===== src/rtl/dtcm_lsu_port_if.sv =====
// dtcm_lsu_port_if: CPU request/response bus plus DTCM RAM port; slave = LSU, master = CPU/RAM side
interface dtcm_lsu_port_if #(parameter int ADDR_WIDTH = 9);
  logic                  req_valid;
  logic                  req_ready;
  logic [31:0]           req_addr;
  logic                  req_we;
  logic [1:0]            req_size;
  logic                  req_unsigned;
  logic [31:0]           req_wdata;
  logic                  rsp_valid;
  logic                  rsp_ready;
  logic [31:0]           rsp_rdata;
  logic                  rsp_err;
  logic [ADDR_WIDTH-1:0] ram_addr;
  logic [31:0]           ram_wr_data;
  logic                  ram_wr_en;
  logic [3:0]            ram_wr_byte_en;
  logic [31:0]           ram_rd_data;
  modport slave (
    input  req_valid, req_addr, req_we, req_size, req_unsigned, req_wdata, rsp_ready, ram_rd_data,
    output req_ready, rsp_valid, rsp_rdata, rsp_err, ram_addr, ram_wr_data, ram_wr_en, ram_wr_byte_en
  );
  modport master (
    output req_valid, req_addr, req_we, req_size, req_unsigned, req_wdata, rsp_ready, ram_rd_data,
    input  req_ready, rsp_valid, rsp_rdata, rsp_err, ram_addr, ram_wr_data, ram_wr_en, ram_wr_byte_en
  );
endinterface


===== src/rtl/dtcm_lsu_port.sv =====
// dtcm_lsu_port: load/store port driving a 1-cycle-latency DTCM from a valid/ready CPU bus (ports: clk, rst, bus.slave)
module dtcm_lsu_port #(
  parameter int          ADDR_WIDTH = 9,
  parameter logic [31:0] BASE_ADDR  = 32'h0000_0000
) (
  input logic clk,
  input logic rst,
  dtcm_lsu_port_if.slave bus
);
  localparam logic [32:0] WIN = 33'd4 << ADDR_WIDTH;
  logic                  acc, err, ext, pop;
  logic [1:0]            off;
  logic [31:0]           offs, sh, fmt_rdata;
  logic [ADDR_WIDTH-1:0] addr_q;
  logic                  p_valid, p_we, p_uns, p_err;
  logic [1:0]            p_size, p_off;
  logic [31:0]           fifo_rdata [3];
  logic                  fifo_err [3];
  logic [1:0]            wptr, rptr, count;
  assign off  = bus.req_addr[1:0];
  assign offs = bus.req_addr - BASE_ADDR;
  assign acc  = bus.req_valid & bus.req_ready;
  assign err  = (bus.req_size == 2'd3) | ((bus.req_size == 2'd1) & off[0]) |
                ((bus.req_size == 2'd2) & (|off)) | (bus.req_addr < BASE_ADDR) | ({1'b0, offs} >= WIN);
  assign bus.ram_addr       = acc ? offs[ADDR_WIDTH+1:2] : addr_q;
  assign bus.ram_wr_en      = acc & bus.req_we & ~err;
  assign bus.ram_wr_data    = bus.req_size == 2'd0 ? {4{bus.req_wdata[7:0]}} :
                              bus.req_size == 2'd1 ? {2{bus.req_wdata[15:0]}} : bus.req_wdata;
  assign bus.ram_wr_byte_en = ~acc ? 4'b0000 : bus.req_size == 2'd0 ? 4'b0001 << off :
                              bus.req_size == 2'd1 ? 4'b0011 << off : 4'b1111;
  assign sh        = bus.ram_rd_data >> {p_off, 3'b000};
  assign ext       = ~p_uns & (p_size == 2'd0 ? sh[7] : sh[15]);
  assign fmt_rdata = (p_we | p_err) ? 32'h0 : p_size == 2'd0 ? {{24{ext}}, sh[7:0]} :
                     p_size == 2'd1 ? {{16{ext}}, sh[15:0]} : sh;
  // credit counts the in-flight P1 slot so the FIFO can never overflow
  assign pop           = bus.rsp_ready & (count != 2'd0);
  assign bus.rsp_valid = count != 2'd0;
  assign bus.req_ready = ({1'b0, count} + {2'b00, p_valid}) < 3'd3;
  assign bus.rsp_rdata = bus.rsp_valid ? fifo_rdata[rptr] : 32'h0;
  assign bus.rsp_err   = bus.rsp_valid & fifo_err[rptr];
  always_ff @(posedge clk or posedge rst)
    if (rst) begin
      addr_q  <= '0;
      p_valid <= 1'b0;
      p_we    <= 1'b0;
      p_uns   <= 1'b0;
      p_err   <= 1'b0;
      p_size  <= 2'd0;
      p_off   <= 2'd0;
      wptr    <= 2'd0;
      rptr    <= 2'd0;
      count   <= 2'd0;
    end else begin
      p_valid <= acc;
      if (acc) begin
        addr_q <= offs[ADDR_WIDTH+1:2];
        p_we   <= bus.req_we;
        p_uns  <= bus.req_unsigned;
        p_err  <= err;
        p_size <= bus.req_size;
        p_off  <= off;
      end
      if (p_valid) wptr <= wptr == 2'd2 ? 2'd0 : wptr + 2'd1;
      if (pop) rptr <= rptr == 2'd2 ? 2'd0 : rptr + 2'd1;
      count <= count + {1'b0, p_valid} - {1'b0, pop};
    end
  always_ff @(posedge clk)
    if (p_valid) begin
      fifo_rdata[wptr] <= fmt_rdata;
      fifo_err[wptr]   <= p_err;
    end
endmodule

===== src/flat_wrapper.sv =====
// flat-port wrapper written by rule: the top's interface ports become plain ports
module dtcm_lsu_port_flat 
#(
  parameter int          ADDR_WIDTH = 9,
  parameter logic [31:0] BASE_ADDR  = 32'h0000_0000
)
  (clk, rst, bus_req_valid, bus_req_addr, bus_req_we, bus_req_size, bus_req_unsigned, bus_req_wdata, bus_rsp_ready, bus_ram_rd_data, bus_req_ready, bus_rsp_valid, bus_rsp_rdata, bus_rsp_err, bus_ram_addr, bus_ram_wr_data, bus_ram_wr_en, bus_ram_wr_byte_en);
  dtcm_lsu_port_if #(.ADDR_WIDTH(ADDR_WIDTH)) bus_i ();
  input logic clk;
  input logic rst;
  input wire logic [$bits(bus_i.req_valid)-1:0] bus_req_valid;
  input wire logic [$bits(bus_i.req_addr)-1:0] bus_req_addr;
  input wire logic [$bits(bus_i.req_we)-1:0] bus_req_we;
  input wire logic [$bits(bus_i.req_size)-1:0] bus_req_size;
  input wire logic [$bits(bus_i.req_unsigned)-1:0] bus_req_unsigned;
  input wire logic [$bits(bus_i.req_wdata)-1:0] bus_req_wdata;
  input wire logic [$bits(bus_i.rsp_ready)-1:0] bus_rsp_ready;
  input wire logic [$bits(bus_i.ram_rd_data)-1:0] bus_ram_rd_data;
  output wire logic [$bits(bus_i.req_ready)-1:0] bus_req_ready;
  output wire logic [$bits(bus_i.rsp_valid)-1:0] bus_rsp_valid;
  output wire logic [$bits(bus_i.rsp_rdata)-1:0] bus_rsp_rdata;
  output wire logic [$bits(bus_i.rsp_err)-1:0] bus_rsp_err;
  output wire logic [$bits(bus_i.ram_addr)-1:0] bus_ram_addr;
  output wire logic [$bits(bus_i.ram_wr_data)-1:0] bus_ram_wr_data;
  output wire logic [$bits(bus_i.ram_wr_en)-1:0] bus_ram_wr_en;
  output wire logic [$bits(bus_i.ram_wr_byte_en)-1:0] bus_ram_wr_byte_en;
  assign bus_i.req_valid = bus_req_valid;
  assign bus_i.req_addr = bus_req_addr;
  assign bus_i.req_we = bus_req_we;
  assign bus_i.req_size = bus_req_size;
  assign bus_i.req_unsigned = bus_req_unsigned;
  assign bus_i.req_wdata = bus_req_wdata;
  assign bus_i.rsp_ready = bus_rsp_ready;
  assign bus_i.ram_rd_data = bus_ram_rd_data;
  assign bus_req_ready = bus_i.req_ready;
  assign bus_rsp_valid = bus_i.rsp_valid;
  assign bus_rsp_rdata = bus_i.rsp_rdata;
  assign bus_rsp_err = bus_i.rsp_err;
  assign bus_ram_addr = bus_i.ram_addr;
  assign bus_ram_wr_data = bus_i.ram_wr_data;
  assign bus_ram_wr_en = bus_i.ram_wr_en;
  assign bus_ram_wr_byte_en = bus_i.ram_wr_byte_en;
  dtcm_lsu_port #(.ADDR_WIDTH(ADDR_WIDTH), .BASE_ADDR(BASE_ADDR)) u_core (.clk(clk), .rst(rst), .bus(bus_i));
endmodule

===== config.mk =====
export PLATFORM = sky130hd
export DESIGN_NAME = dtcm_lsu_port_flat
export DESIGN_NICKNAME = d
export VERILOG_FILES = /design/src/rtl/dtcm_lsu_port_if.sv /design/src/rtl/dtcm_lsu_port.sv /design/src/flat_wrapper.sv
export SDC_FILE = /design/constraint.sdc
export NUM_CORES = 1
export LEC_CHECK = 0
export ABC_AREA = 1
export CAP_MARGIN = 15
export CORE_UTILIZATION = 31
export CTS_BUF_LIST = sky130_fd_sc_hd__clkbuf_4 sky130_fd_sc_hd__clkbuf_8 sky130_fd_sc_hd__clkbuf_16
export CTS_CLUSTER_DIAMETER = 80
export DETAILED_ROUTE_END_ITERATION = 10
export GPL_TIMING_DRIVEN = 1
export HOLD_SLACK_MARGIN = 0.12
export PLACE_DENSITY = 0.55
export SLEW_MARGIN = 20
export SYNTH_ARGS = -nofsm -noshare
export SYNTH_HDL_FRONTEND = slang
export SYNTH_SLANG_ARGS = --single-unit

===== constraint.sdc =====
create_clock -name clk -period 4.5 [get_ports clk]
set_input_delay 0.9 -clock clk [delete_from_list [all_inputs] [get_ports clk]]
set_output_delay 0.9 -clock clk [all_outputs]
set_load 0.01 [all_outputs]

==> key figures, run 1 <==
Timing
  • Final WS setup: 0.579 ns
  • Least-Margin Pin Slew: 0.985 ns
  • Final Skew: 0.00671 ns
  • Min cycle time layout: 3.92 ns
  • Max Fclk: 255 MHz
  • Final setup viols: 0
  • Final period util: 87.1%
  • Post-route setup TNS: 0 ns
  • Slew Viols, Final: 0
  • Hold Vio Cnt, Final: 0
  • Unrepaired setup endpoints after global routing: no
  • Slew margin rel.: 34.3%

Synthesis
  • Most frequent cell after synthesis: nand2_1
  • Area leader, netlist: edfxtp_1
  • Yosys warns: 0
  • Synth async-reset ratio: 18.9%
  • Sequential share of the synthesized area: 55.4%
  • Net count after synthesis: 850
  • Avg Cell Area, Syn: 8.68 um2
  • Synth top cells by count: nand2_1, edfxtp_1, inv_1
  • Post-synthesis cell area: 6410 um2
  • Dominant cells by area after synthesis: edfxtp_1, nand2_1, dfrtp_1
  • Number of synthesized register bits: 122
  • Yosys cell types: 35
  • Post-synth EDFFs: 99
  • Share of the synthesized area in the top cell type: 46.4%
  • Top_reg_cell synth: edfxtp_1
  • Post-synthesis cell count: 738

Pwr
  • Seq pwr share: 30.8%
  • Cell area power density: 596 nW/um2
  • Sw frac: 38.2%
  • Leakage power: 0.00393 uW
  • Clock Power Share: 23.7%
  • Total internal power: 3320 uW
  • Logic pwr share: 45.5%
  • Switching pwr: 2050 uW
  • VDD IR-drop max: 0.314 mV

Route
  • Residual DRC: 0
  • TritonRoute pass-1 iters: 4
  • Routed vias/inst: 4.67
  • DR vias: 5570
  • DR WL/cell: 16.0 um
  • First DRT Iteration DRCs: 249
  • Post-Route WL: 19000 um
  • Final ANT Viol Nets: 0

Flow run
  • Max-Cap Viols: 0

Floorplanning
  • Total core area: 20200 um2
  • I/O pins: 185
  • Initial Util: 31.7%
  • Chip height: 146 um
  • Die W: 146 um
  • Cell Rows: 52
  • Die ar.: 21200 um2

Worst setup path
  • WP data required: 3.60 ns
  • Worst endpoint data arrival time: 3.02 ns
  • Crit. End Element: primary output
  • Type of origin of the critical path: input port
  • Worst-path maximum fanout: 4
  • Kind of critical path: in -> out

CTS
  • CTS tree: done
  • CTS buffer count: 17
  • CTS HTree Levels: 4
  • Clock Latency Late Sink: 0.41 ns
  • Clk slew on worst S/H paths: 0.05 ns
  • Post-CTS Setup Inserts: 0
  • Clock root buffer: clkbuf_16
  • Hold Buf Count CTS: 0
  • Clock Sinks: 122
  • Post-CTS Resized: 0
  • Clock tree buffer depth: 2

Run status
  • Status: complete, no violations

Global route
  • Number of global-route vias before repair: 5649
  • Pin count of the biggest net entering global routing: 39
  • Total grt overflow: 0
  • All-layer global routing usage: 18.6%
  • First-pass GRT wire length: 29900 um
  • Initial antenna violation count: 0

Hold path
  • Min-delay worst type: reg -> reg

Layout
  • Final net count: 1022
  • Final core utilization: 44.6%
  • Antenna Cells: 0
  • Layout cell share with drive strength beyond 1: 8.46%
  • Synthesis-to-layout area growth: 40.8%

Placed design
  • DP Worst Slack: 0.535 ns
  • Gpl congestion: 0.803
  • Number of I/O port buffers: 184
  • Post-detail-place hpwl: 13200 um
[critical path, cell delays in order]
cell,delay [ns]
clkdlybuf4s50_1,0.51
inv_1,0.17
ha_1,0.16
inv_1,0.05
o21ai_0,0.25
nand4_1,0.15
nor3_1,0.23
clkdlybuf4s50_1,0.58
[sequential cells by signal, summed over array words and instances (netlist names)]
signal             count
u_core.addr_q          9
u_core.fifo_rdata     96
u_core.count           2
u_core.p_size          2
u_core.wptr            2
u_core.fifo_err        3
u_core.p_we            1
u_core.p_off           2
u_core.p_valid         1
u_core.rptr            2
u_core.p_uns           1
u_core.p_err           1
[per-layer routing]
layer	part of all wire, %	up-vias	GRT usage, %
met2	50	211	33.2
li1	-	2745	-
met4	2.1	0	7.05
met1	41	2589	21.2
met3	7.3	25	5.08
met5	0	-	0
[final cells by class]
cell class,count,area (um2)
Clock buffer,19,440
Clock inverter,12,108
Fill cell,2023,11200
Inverter,104,393
Multi-Input combinational cell,465,2230
Sequential cell,122,3550
Tap cell,270,338
Timing Repair Buffer,200,1960
[final timing paths]
| check | startpoint | end | slack [ns] | cells after the start |
|---|---|---|---|---|
| min in group asynchronous | rst | u_core.addr_q[2] | 0.99 | 2 |
| min | u_core.addr_q[5] | u_core.addr_q[5] | 0.48 | 2 |
| min reg2reg | u_core.addr_q[5] | u_core.addr_q[5] | 0.48 | 2 |
| max | bus_req_addr[1] | bus_ram_wr_en | 0.58 | 8 |
| max in group asynchronous | rst | u_core.rptr[0] | 2.95 | 2 |
| max reg2reg | u_core.p_off[1] | u_core.fifo_rdata[0][16] | 1.93 | 8 |
[power by group through the flow]
stage / logic [uW] / registers [uW] / clock network (uW)
2_1_floorplan: 1460 / 1580 / 0
4_1_cts: 2500 / 1660 / 1300
3_3_place_gp: 2480 / 1670 / 0
3_5_place_dp: 2490 / 1680 / 0
6_report: 2440 / 1660 / 1270
5_1_grt: 2730 / 1690 / 1350
[cells in the final DEF (no fill, tap or decap), types with 16 or more instances in the layout]
cell,count
nand2_1,233
clkdlybuf4s50_1,184
inv_1,99
edfxtp_1,99
nor2_1,43
o21ai_0,42
nand3_1,34
dfrtp_1,23
o211ai_1,21
o21ai_1,20
clkbuf_16,17
buf_4,16
[stage by stage]
stage / hold slack [ns] / cell area [um2] / cells / total power [uW]
final: 0.480 / 9020 / 1192 / 5370
after global placement: 0.459 / 8470 / 1161 / 4150
after global routing: 0.516 / 9020 / 1192 / 5770
after detailed placement: 0.465 / 8470 / 1161 / 4160
after CTS: 0.479 / 9020 / 1192 / 5450
after floorplan: 0.464 / 6410 / 738 / 3040
[kinds of logic after synthesis]
logic type	synth area share [%]
and+or+nand+nor	22.7
xor gates and xnor gates	0.273
AOI/OAI and AO/OA	10.1
adders and majority gates	1.56
buffers and inverters	10.0
DFF	55.4
No activity file was read; power rests on OpenSTA's default activity.
==> run 2, diff against run 1 <==
--- a/config.mk
+++ b/config.mk
@@ -7,13 +7,15 @@
 export LEC_CHECK = 0
 export ABC_AREA = 1
 export CAP_MARGIN = 15
+export CELL_PAD_IN_SITES_DETAIL_PLACEMENT = 1
+export CELL_PAD_IN_SITES_GLOBAL_PLACEMENT = 1
 export CORE_UTILIZATION = 31
 export CTS_BUF_LIST = sky130_fd_sc_hd__clkbuf_4 sky130_fd_sc_hd__clkbuf_8 sky130_fd_sc_hd__clkbuf_16
 export CTS_CLUSTER_DIAMETER = 80
 export DETAILED_ROUTE_END_ITERATION = 10
 export GPL_TIMING_DRIVEN = 1
 export HOLD_SLACK_MARGIN = 0.12
-export PLACE_DENSITY = 0.55
+export PLACE_DENSITY = 0.71
 export SLEW_MARGIN = 20
 export SYNTH_ARGS = -nofsm -noshare
 export SYNTH_HDL_FRONTEND = slang
==> run 2 against run 1 <==
Compared with the run above:
- hold slack got worse by 0.0018 ns
- die area unchanged
- non-clock buffer count down 3
- global-route usage increased by 0.79 points
- utilization about the same
- design area is essentially flat
- count of clock-buffer cells in the layout is 1 lower
- critical endpoint is now bus_ram_wr_data[24]
- highest routed layer unchanged
==> key figures, run 2 (same netlist as run 1, synthesis figures left out) <==
Placed design
  • Post-detail-place hpwl: 14200 um (+6.8%)
  • Number of I/O port buffers: 184 (unchanged)
  • Gpl congestion: 0.791 (-1.4%)
  • # placed instances: 1158 (-0.26%)

Pwr
  • Seq pwr share: 30.7% (about the same)
  • Switching pwr: 2090 uW (+2.1%)
  • VDD IR-drop max: 0.309 mV (-1.6%)
  • Logic pwr share: 45.6% (about the same)
  • Leakage power: 0.00392 uW (-0.38%)
  • Clock Power Share: 23.7% (about the same)
  • Cell area power density: 602 nW/um2 (+1.0%)
  • Sw frac: 38.6% (+0.38 points)
  • Total internal power: 3340 uW (+0.48%)

Timing
  • Final Skew: 0.00517 ns (-0.00154 ns)
  • Slew Viols, Final: 0 (unchanged)
  • Hold Vio Cnt, Final: 0 (unchanged)
  • Min cycle time layout: 3.86 ns (-0.0586 ns)
  • Post-route setup TNS: 0 ns (unchanged)
  • Unrepaired setup endpoints after global routing: no
  • Max Fclk: 259 MHz (+1.5%)
  • Slew margin rel.: 31.3% (-3.0 points)
  • Final setup viols: 0 (unchanged)
  • Least-Margin Pin Slew: 1.03 ns (+0.0457 ns)
  • Final period util: 85.8% (-1.3 points)

Layout
  • Layout cell share with drive strength beyond 1: 8.59% (+0.13 points)
  • Commonest non-fill, non-tap cell in the layout: nand2_1
  • Antenna Cells: 0 (unchanged)
  • Top reg by flops: u_core.fifo_rdata
  • Synthesis-to-layout area growth: 40.9% (about the same)
  • Largest regs: u_core.fifo_rdata (96), u_core.addr_q (9), u_core.fifo_err (3)
  • Max FFs per register: 96 (unchanged)
  • Non-filler cells, final: 1190 (-0.17%)
  • Most frequent cells in the layout: nand2_1, clkdlybuf4s50_1, inv_1, edfxtp_1, nor2_1
  • Final net count: 1019 (-0.29%)

Worst setup path
  • WP data required: 3.60 ns (about the same)
  • Worst-path maximum fanout: 15 (+11)
  • Type of origin of the critical path: input port
  • CP most frequent cell: clkdlybuf4s50_1
  • Slowest cell on crit path: clkdlybuf4s50_1
  • Crit. End Element: primary output
  • CP Buf/Inv Count: 2 (-2)
  • Kind of critical path: in -> out
  • CP Cell Sequence: clkdlybuf4s50_1 > nor2_1 > nand2_1 > nand3_1 > clkdlybuf4s50_1
  • Top delay family on crit path: buffers and inverters
  • Worst endpoint data arrival time: 2.96 ns (-0.06 ns)
  • Slowest cell delay on critical path: 0.67 ns (+0.09 ns)

Floorplanning
  • I/O pins: 185 (unchanged)
  • Die W: 146 um (unchanged)
  • Die ar.: 21200 um2 (unchanged)
  • Cell Rows: 52 (unchanged)
  • Initial Util: 31.7% (unchanged)
  • Chip height: 146 um (unchanged)
  • Total core area: 20200 um2 (unchanged)

Global route
  • Pin count of the biggest net entering global routing: 39 (unchanged)
  • All-layer global routing usage: 19.4% (+0.79 points)
  • Total grt overflow: 0 (unchanged)
  • First-pass GRT wire length: 31700 um (+6.0%)
  • Initial antenna violation count: 0 (unchanged)
  • Number of global-route vias before repair: 5986 (+6.0%)
  • Met1 usage: 21.6% (+0.46 points)
  • Routing usage on met2: 34.2% (+1.0 points)
  • Busiest grt layer: met2
  • Met3 Resource Use GR: 7.49% (+2.4 points)

Route
  • DR WL/cell: 16.6 um (+3.8%)
  • Post-Route WL: 19700 um (+3.6%)
  • TritonRoute pass-1 iters: 4 (unchanged)
  • DR vias: 5681 (+2.0%)
  • First DRT Iteration DRCs: 306 (+23%)
  • Residual DRC: 0 (unchanged)
  • Final ANT Viol Nets: 0 (unchanged)
  • Routed vias/inst: 4.77 (+2.2%)

CTS
  • Clock tree buffer depth: 2 (unchanged)
  • CTS tree: done
  • CTS buffer count: 17 (unchanged)
  • Clock Latency Late Sink: 0.42 ns (about the same)
  • Post-CTS Setup Inserts: 0 (unchanged)
  • Clock root buffer: clkbuf_16
  • Post-CTS Resized: 0 (unchanged)
  • CTS HTree Levels: 4 (unchanged)
  • Clk slew on worst S/H paths: 0.05 ns (about the same)
  • Hold Buf Count CTS: 0 (unchanged)
  • Clock Sinks: 122 (unchanged)

Hold path
  • Min-delay worst type: reg -> reg

Flow run
  • Max-Cap Viols: 0 (unchanged)

Run status
  • Status: complete, no violations
==> run 2: cell types whose count changed in the layout (fill, tap and decap cells not counted), sizes merged <==
cell,change
clkbuf,-1
buf,-3
clkinvlp,+4
clkinv,-2
==> run 2: power groups by stage <==
stage | logic [uW] | clock network [uW] | registers (uW)
6_report | 2480 | 1290 | 1670
5_1_grt | 2760 | 1360 | 1690
4_1_cts | 2530 | 1310 | 1670
3_5_place_dp | 2510 | 0 | 1680
3_3_place_gp | 2490 | 0 | 1670
2_1_floorplan | 1460 | 0 | 1580
==> run 2: routing by layer <==
layer  share of wire (%)  wire length (um)
met1                  40              7910
met2                  50              9930
met3                 8.2              1620
met4                 1.4               275
met5                   0                 0
==> run 2: worst paths after layout <==
path,startpoint,end,slack [ns],depth (start not counted)
worst min register to register,u_core.addr_q[3],u_core.addr_q[3],0.48,2
worst max-delay path,bus_req_size[0],bus_ram_wr_data[24],0.64,5
worst min-delay path,u_core.addr_q[3],u_core.addr_q[3],0.48,2
worst max register to register,u_core.p_off[0],u_core.fifo_rdata[2][28],1.57,9
max in group asynchronous,rst,u_core.rptr[0],2.96,2
min in group asynchronous,rst,u_core.addr_q[1],0.98,2
==> run 2: through the flow <==
stage / hold WS [ns] / power, uW / setup slack (ns) / util [%] / cell area, um2
after floorplan: 0.464 / 3040 / 1.28 / - / 6410
after detailed placement: 0.465 / 4200 / 0.643 / 41.8 / 8460
final: 0.479 / 5430 / 0.638 / 44.6 / 9030
after global placement: 0.461 / 4160 / 0.588 / 41.8 / 8460
after global routing: 0.502 / 5810 / 0.365 / 44.6 / 9030
after CTS: 0.482 / 5510 / 0.580 / 44.6 / 9030
==> run 2: area by class of cell <==
class                   instances  area (um2)
repair buffers                197        1950
multi-input cells             465        2230
inverters                     104         393
well taps                     270         338
fillers                      2348       11200
clock inverters                14         131
flip-flops and latches        122        3550
clock buffers                  18         433
==> run 2: worst register-to-register path, delay by kind of cell (launching register included) <==
| family | cells | cell delay, ns |
|---|---|---|
| simple gates | 8 | 1.30 |
| buf+inv | 1 | 0.33 |
| flops | 1 | 1.01 |
==> run 3, diff against run 2 <==
==> constraint.sdc (replaced) <==
create_clock -name clk -period 4.6 [get_ports clk]
set_input_delay 0.92 -clock clk [delete_from_list [all_inputs] [get_ports clk]]
set_output_delay 0.92 -clock clk [all_outputs]
set_load 0.01 [all_outputs]
==> run 3 against run 2 <==
Compared with the run above:
- final cell count is essentially flat
- via count shrank 1.3%
- utilization grew 0.16 points
- total power shrank 1.7%
- register-to-register slack gained 0.17 ns
- critical path depth is the same
- worst setup slack gained 0.041 ns
- largest cell class unchanged
==> key figures, run 3 (same netlist as run 1, synthesis figures left out) <==
Floorplanning
  • Die W: 146 um (unchanged)
  • Total core area: 20200 um2 (unchanged)
  • Initial Util: 31.7% (unchanged)
  • Chip height: 146 um (unchanged)
  • Cell Rows: 52 (unchanged)
  • Die ar.: 21200 um2 (unchanged)
  • I/O pins: 185 (unchanged)

CTS
  • Clock Sinks: 122 (unchanged)
  • Clock root buffer: clkbuf_16
  • CTS buffer count: 17 (unchanged)
  • Clk slew on worst S/H paths: 0.06 ns (about the same)
  • Post-CTS Resized: 0 (unchanged)
  • Hold Buf Count CTS: 0 (unchanged)
  • CTS tree: done
  • Clock tree buffer depth: 2 (unchanged)
  • Post-CTS Setup Inserts: 0 (unchanged)
  • Clock Latency Late Sink: 0.42 ns (about the same)
  • CTS HTree Levels: 4 (unchanged)

Route
  • First DRT Iteration DRCs: 329 (+7.5%)
  • Post-Route WL: 19800 um (+0.21%)
  • Residual DRC: 0 (unchanged)
  • DR WL/cell: 16.6 um (+0.12%)
  • Routed vias/inst: 4.71 (-1.4%)
  • DR vias: 5607 (-1.3%)
  • TritonRoute pass-1 iters: 4 (unchanged)
  • Final ANT Viol Nets: 0 (unchanged)

Worst setup path
  • Worst endpoint data arrival time: 3.00 ns (+0.04 ns)
  • R2R Setup Slk: 1.74 ns (+0.17 ns)
  • Worst r2r path cells: 9 (unchanged)
  • Worst-path maximum fanout: 14 (-1)
  • Kind of critical path: in -> out
  • Crit. End Element: primary output
  • FF-to-FF Start: u_core.p_off[0]
  • Type of origin of the critical path: input port
  • WP data required: 3.68 ns (+0.08 ns)
  • RR Endpoint: u_core.fifo_rdata[2][9]

Global route
  • Initial antenna violation count: 0 (unchanged)
  • Number of global-route vias before repair: 6025 (+0.65%)
  • Pin count of the biggest net entering global routing: 39 (unchanged)
  • First-pass GRT wire length: 31700 um (+0.26%)
  • Total grt overflow: 0 (unchanged)
  • All-layer global routing usage: 19.4% (+0.025 points)

Timing
  • Final period util: 85.2%
  • Slew margin rel.: 34.5% (+3.2 points)
  • Slew Viols, Final: 0 (unchanged)
  • Final setup viols: 0 (unchanged)
  • Max Fclk: 255 MHz
  • Post-route setup TNS: 0 ns (unchanged)
  • Worst hold slack: 0.476 ns (-0.00225 ns)
  • Unrepaired setup endpoints after global routing: no
  • Least-Margin Pin Slew: 0.983 ns (-0.0476 ns)
  • Hold Vio Cnt, Final: 0 (unchanged)
  • Final Skew: 0.00912 ns (+0.00395 ns)
  • Min cycle time layout: 3.92 ns

Pwr
  • Switching pwr: 2050 uW (-2.1%)
  • Seq pwr share: 30.5% (-0.2 points)
  • VDD IR-drop max: 0.312 mV (+1.1%)
  • Cell area power density: 589 nW/um2 (-2.0%)
  • Clock Power Share: 24.5% (+0.8 points)
  • Leakage power: 0.00395 uW (+0.82%)
  • Sw frac: 38.4% (-0.18 points)
  • Total internal power: 3290 uW (-1.4%)
  • Logic pwr share: 45.1% (-0.5 points)

Layout
  • Synthesis-to-layout area growth: 41.4%
  • FF/Latch Area: 3550 um2 (unchanged)
  • Top reg by flops: u_core.fifo_rdata
  • Layout cell share with drive strength beyond 1: 8.90% (+0.32 points)
  • Largest regs: u_core.fifo_rdata (96), u_core.addr_q (9), u_core.fifo_err (3)
  • Commonest non-fill, non-tap cell in the layout: nand2_1
  • Antenna Cells: 0 (unchanged)
  • Most frequent cells in the layout: nand2_1, clkdlybuf4s50_1, inv_1, edfxtp_1, nor2_1
  • # fillers: 2316 (-1.4%)
  • Multi-input logic area: 2230 um2 (unchanged)
  • Final net count: 1020 (+0.098%)
  • Max FFs per register: 96 (unchanged)

Run status
  • Status: complete, no violations

Hold path
  • Hold Path Depth: 2 (unchanged)
  • WHS Endpoint: u_core.addr_q[3]
  • Min-delay worst type: reg -> reg
  • Startpoint of the worst hold path: u_core.addr_q[3]

Placed design
  • Number of I/O port buffers: 184 (unchanged)
  • Gpl congestion: 0.803 (+1.5%)
  • Post-detail-place hpwl: 14100 um (about the same)

Flow run
  • Max-Cap Viols: 0 (unchanged)
-- run 3: layout make-up --
class	count	share of cell area, %
repair buffers	198	21.5
multi-input cells	465	24.6
inverters	104	4.34
clock inverters	8	0.580
clock buffers	24	6.06
flip-flops and latches	122	39.2
well taps	270	3.73
-- run 3: critical path, cell delays in order --
cell and delay, ns:
clkdlybuf4s50_1 0.64, nor2_1 0.54, nand2_1 0.17, nand3_1 0.17, clkdlybuf4s50_1 0.55
-- run 3: per-layer routing --
layer  global-route usage, %  vias to the layer above  share of wire, %
met4                    5.89                        0               1.5
li1                        -                     2738                 -
met5                       0                        -                 0
met1                    21.6                     2661                40
met3                    6.74                       20               7.8
met2                    34.8                      188                51
-- run 3: through the flow --
stage / power [uW] / utilization, % / cells / setup slack [ns] / instance area, um2
floorplan: 2970 / - / 738 / 1.38 / 6410
global route: 5710 / 44.8 / 1191 / 0.459 / 9060
finish: 5340 / 44.8 / 1191 / 0.679 / 9060
detailed placement: 4090 / 41.8 / 1159 / 0.668 / 8460
global placement: 4060 / 41.8 / 1159 / 0.603 / 8460
CTS: 5420 / 44.8 / 1191 / 0.653 / 9060
-- run 3: how the worst max path moves through the flow --
stage / from / to / slack [ns] / cells after the start
after global placement: bus_req_size[0] / bus_ram_wr_data[26] / 0.60 / 6
after floorplan: u_core.p_valid / u_core.fifo_err[2] / 1.38 / 2
after CTS: bus_req_size[1] / bus_ram_wr_data[26] / 0.65 / 5
after detailed placement: bus_req_size[1] / bus_ram_wr_data[26] / 0.67 / 5
after global routing: bus_req_size[1] / bus_ram_wr_data[26] / 0.46 / 5
final: bus_req_size[1] / bus_ram_wr_data[26] / 0.68 / 5
-- run 3: power groups by stage --
stage          clock (uW)  sequential, uW  combinational (uW)
4_1_cts              1330            1630                2460
6_report             1310            1630                2410
2_1_floorplan           0            1550                1430
5_1_grt              1370            1660                2680
3_3_place_gp            0            1640                2420
3_5_place_dp            0            1650                2440
==> edit, RTL diff (flow settings as in run 2) <==
Make the reset (`rst`) synchronous in one clocked block.
--- a/src/rtl/dtcm_lsu_port.sv
+++ b/src/rtl/dtcm_lsu_port.sv
@@ -38,7 +38,7 @@
   assign bus.req_ready = ({1'b0, count} + {2'b00, p_valid}) < 3'd3;
   assign bus.rsp_rdata = bus.rsp_valid ? fifo_rdata[rptr] : 32'h0;
   assign bus.rsp_err   = bus.rsp_valid & fifo_err[rptr];
-  always_ff @(posedge clk or posedge rst)
+  always_ff @(posedge clk)
     if (rst) begin
       addr_q  <= '0;
       p_valid <= 1'b0;
Function: differs if rst is asserted again (counterexample within 4 cycles, from zero or initial values and one cycle with rst high); with rst held inactive, the same outputs for 4 cycles.
==> edit against run 2 <==
- setup slack lost 0.061 ns
- total power shrank 16%
- sequential cell count increased by 2
- global-route usage hardly changed
- area after synthesis rose by 2.0%
- cell area is 1.6% higher
- routed wire length up 2.2%
- sequential share of layout area decreased by 1.4 points
==> edit: results (changes against run 2) <==
- Status: complete, no violations (unchanged)
- Cell count after placement: 1,140 (was 1,158)
- Synth warnings: 0 (unchanged)
- Register area share after synthesis: 0.531 (was 0.554)
- Number of global-route vias before repair: 5,979 (was 5,986)
- Hold WC Path Type: reg -> reg (unchanged)
- Worst clock skew: 0.00788 ns (was 0.00517 ns)
- Number of gates resized after CTS: 0 (unchanged)
- Post-CTS setup buffers: 0 (unchanged)
- Placed inst area: 0.00855 mm² (was 0.00846 mm²)
- Drt first pass iters: 4 (unchanged)
- Worst VDD drop: 0.250 mV (was 0.309 mV)
- CP arrival: 3.02 ns (was 2.96 ns)
- Slowest CP cell: clkdlybuf4s50_1 (unchanged)
- Total track usage: 0.194 (about the same)
- CP max stage delay: 0.64 ns (was 0.67 ns)
- Via count: 5,653 (was 5,681)
- Cells after Synth: 726 (was 738)
- DR WL/cell: 17.2 µm (was 16.6 µm)
- CP Class: in -> out (unchanged)
- Post-synth top cells: nand2_1 (153), inv_1 (103), edfxtp_1 (99) (was nand2_1 (233), edfxtp_1 (99), inv_1 (99))
- Largest net degree at the start of global routing: 53 (was 39)
- Count of cell types in the netlist: 37 (was 35)
- Non-Filler Instances: 1,172 (was 1,190)
- DRT iter0 DRCs: 223 (was 306)
- Clock latency on the worst-skew pair: 0.42 ns (about the same)
- Detailed Place HPWL: 14.0 mm (was 14.2 mm)
- Diodes inserted: 0 (unchanged)
- Port bufs: 184 (unchanged)
- First-pass GRT wire length: 31.7 mm (about the same)
- EDFF count, synth: 99 (unchanged)
- Syn_nets: 838 (was 850)
- Clock buffer depth: 2 (unchanged)
- Leakage: 3.96 nW (was 3.92 nW)
- Pre-CTS setup slack: 0.545 ns (was 0.643 ns)
- CP delay by family, top: buffers and inverters (unchanged)
- Post-synth ARST share: 0 (was 0.189)
- Root Buffer: clkbuf_16 (unchanged)
- Nets@finish: 1,001 (was 1,019)
- Initial antenna violation count: 0 (unchanged)
- H-tree Lvls: 4 (unchanged)
- Worst Path Max Fanout: 5 (was 15)
- Worst Max-Slew Pin Slew: 1.03 ns (about the same)
- Layout cells sized above 1: 0.0987 (was 0.0859)
- Global placement routability congestion: 0.778 (was 0.791)
- Clock transition at path regs: around 0.06 ns
- Synth Flop Type: edfxtp_1 (unchanged)
- CTS buffer count: 17 (unchanged)
- Largest registers: u_core.fifo_rdata (96), u_core.addr_q (9), u_core.fifo_err (3) (unchanged)
- Largest cells by area after synthesis: edfxtp_1 (45%), nand2_1 (8.8%), dfxtp_1 (7.7%) (was edfxtp_1 (46%), nand2_1 (14%), dfrtp_1 (9.0%))
[edit: cell types whose count changed after synthesis, moves of 6 or more]
cell	before	now
a211oi_1	2	12
a21oi_1	4	55
dfrtp_1	23	0
dfxtp_1	0	25
inv_2	3	12
mux2_1	0	30
nand2_1	233	153
nand3_1	34	12
nor2_1	43	37
o211ai_1	21	0
o21ai_0	42	30
o21ai_1	20	41
[edit: cells by family (layout without fill, tap and decap cells)]
kind of cell | count (synthesis) | after routing | share of synthesized area
adder cells (fa/ha/maj) | 8 | 8 | 0.0153
AND/OR/NAND/NOR | 239 | 239 | 0.155
multiplexers | 33 | 33 | 0.0569
AO/OA/AOI/OAI | 155 | 155 | 0.133
buffers and inverters | 166 | 342 | 0.107
XOR/XNOR | 1 | 1 | 0.00134
flip-flops | 124 | 124 | 0.531
[edit: path summary, 6_finish.rpt]
kind	start	end	slack, ns	cells after the start
worst max-delay path	bus_req_addr[1]	bus_ram_wr_byte_en[2]	0.58	6
worst min-delay path	u_core.p_size[0]	u_core.p_size[0]	0.49	2
worst max register to register	u_core.p_off[1]	u_core.fifo_rdata[1][18]	2.11	8
worst min register to register	u_core.p_size[0]	u_core.p_size[0]	0.49	2
[edit: layer usage]
layer  track usage  routed length, µm  vias up
li1              -                  -     2732
met4        0.0732                402        0
met5             0                  0        -
met2         0.353              10400      198
met3        0.0531               1270       30
met1         0.214               8090     2693
[edit: where the power goes]
part           internal (mW)  switching [mW]
Combinational          0.746           0.891
Clock                  0.902           0.489
Sequential              1.42           0.103
Total                   3.07            1.48
[edit: layout make-up]
type	count	area (µm²)
fill	2346	11300
sequential	124	3480
multi-input combinational	436	2380
timing repair buffer	193	1910
clock buffer	26	587
inverter	117	444
tap	270	338
clock inverter	6	37.5
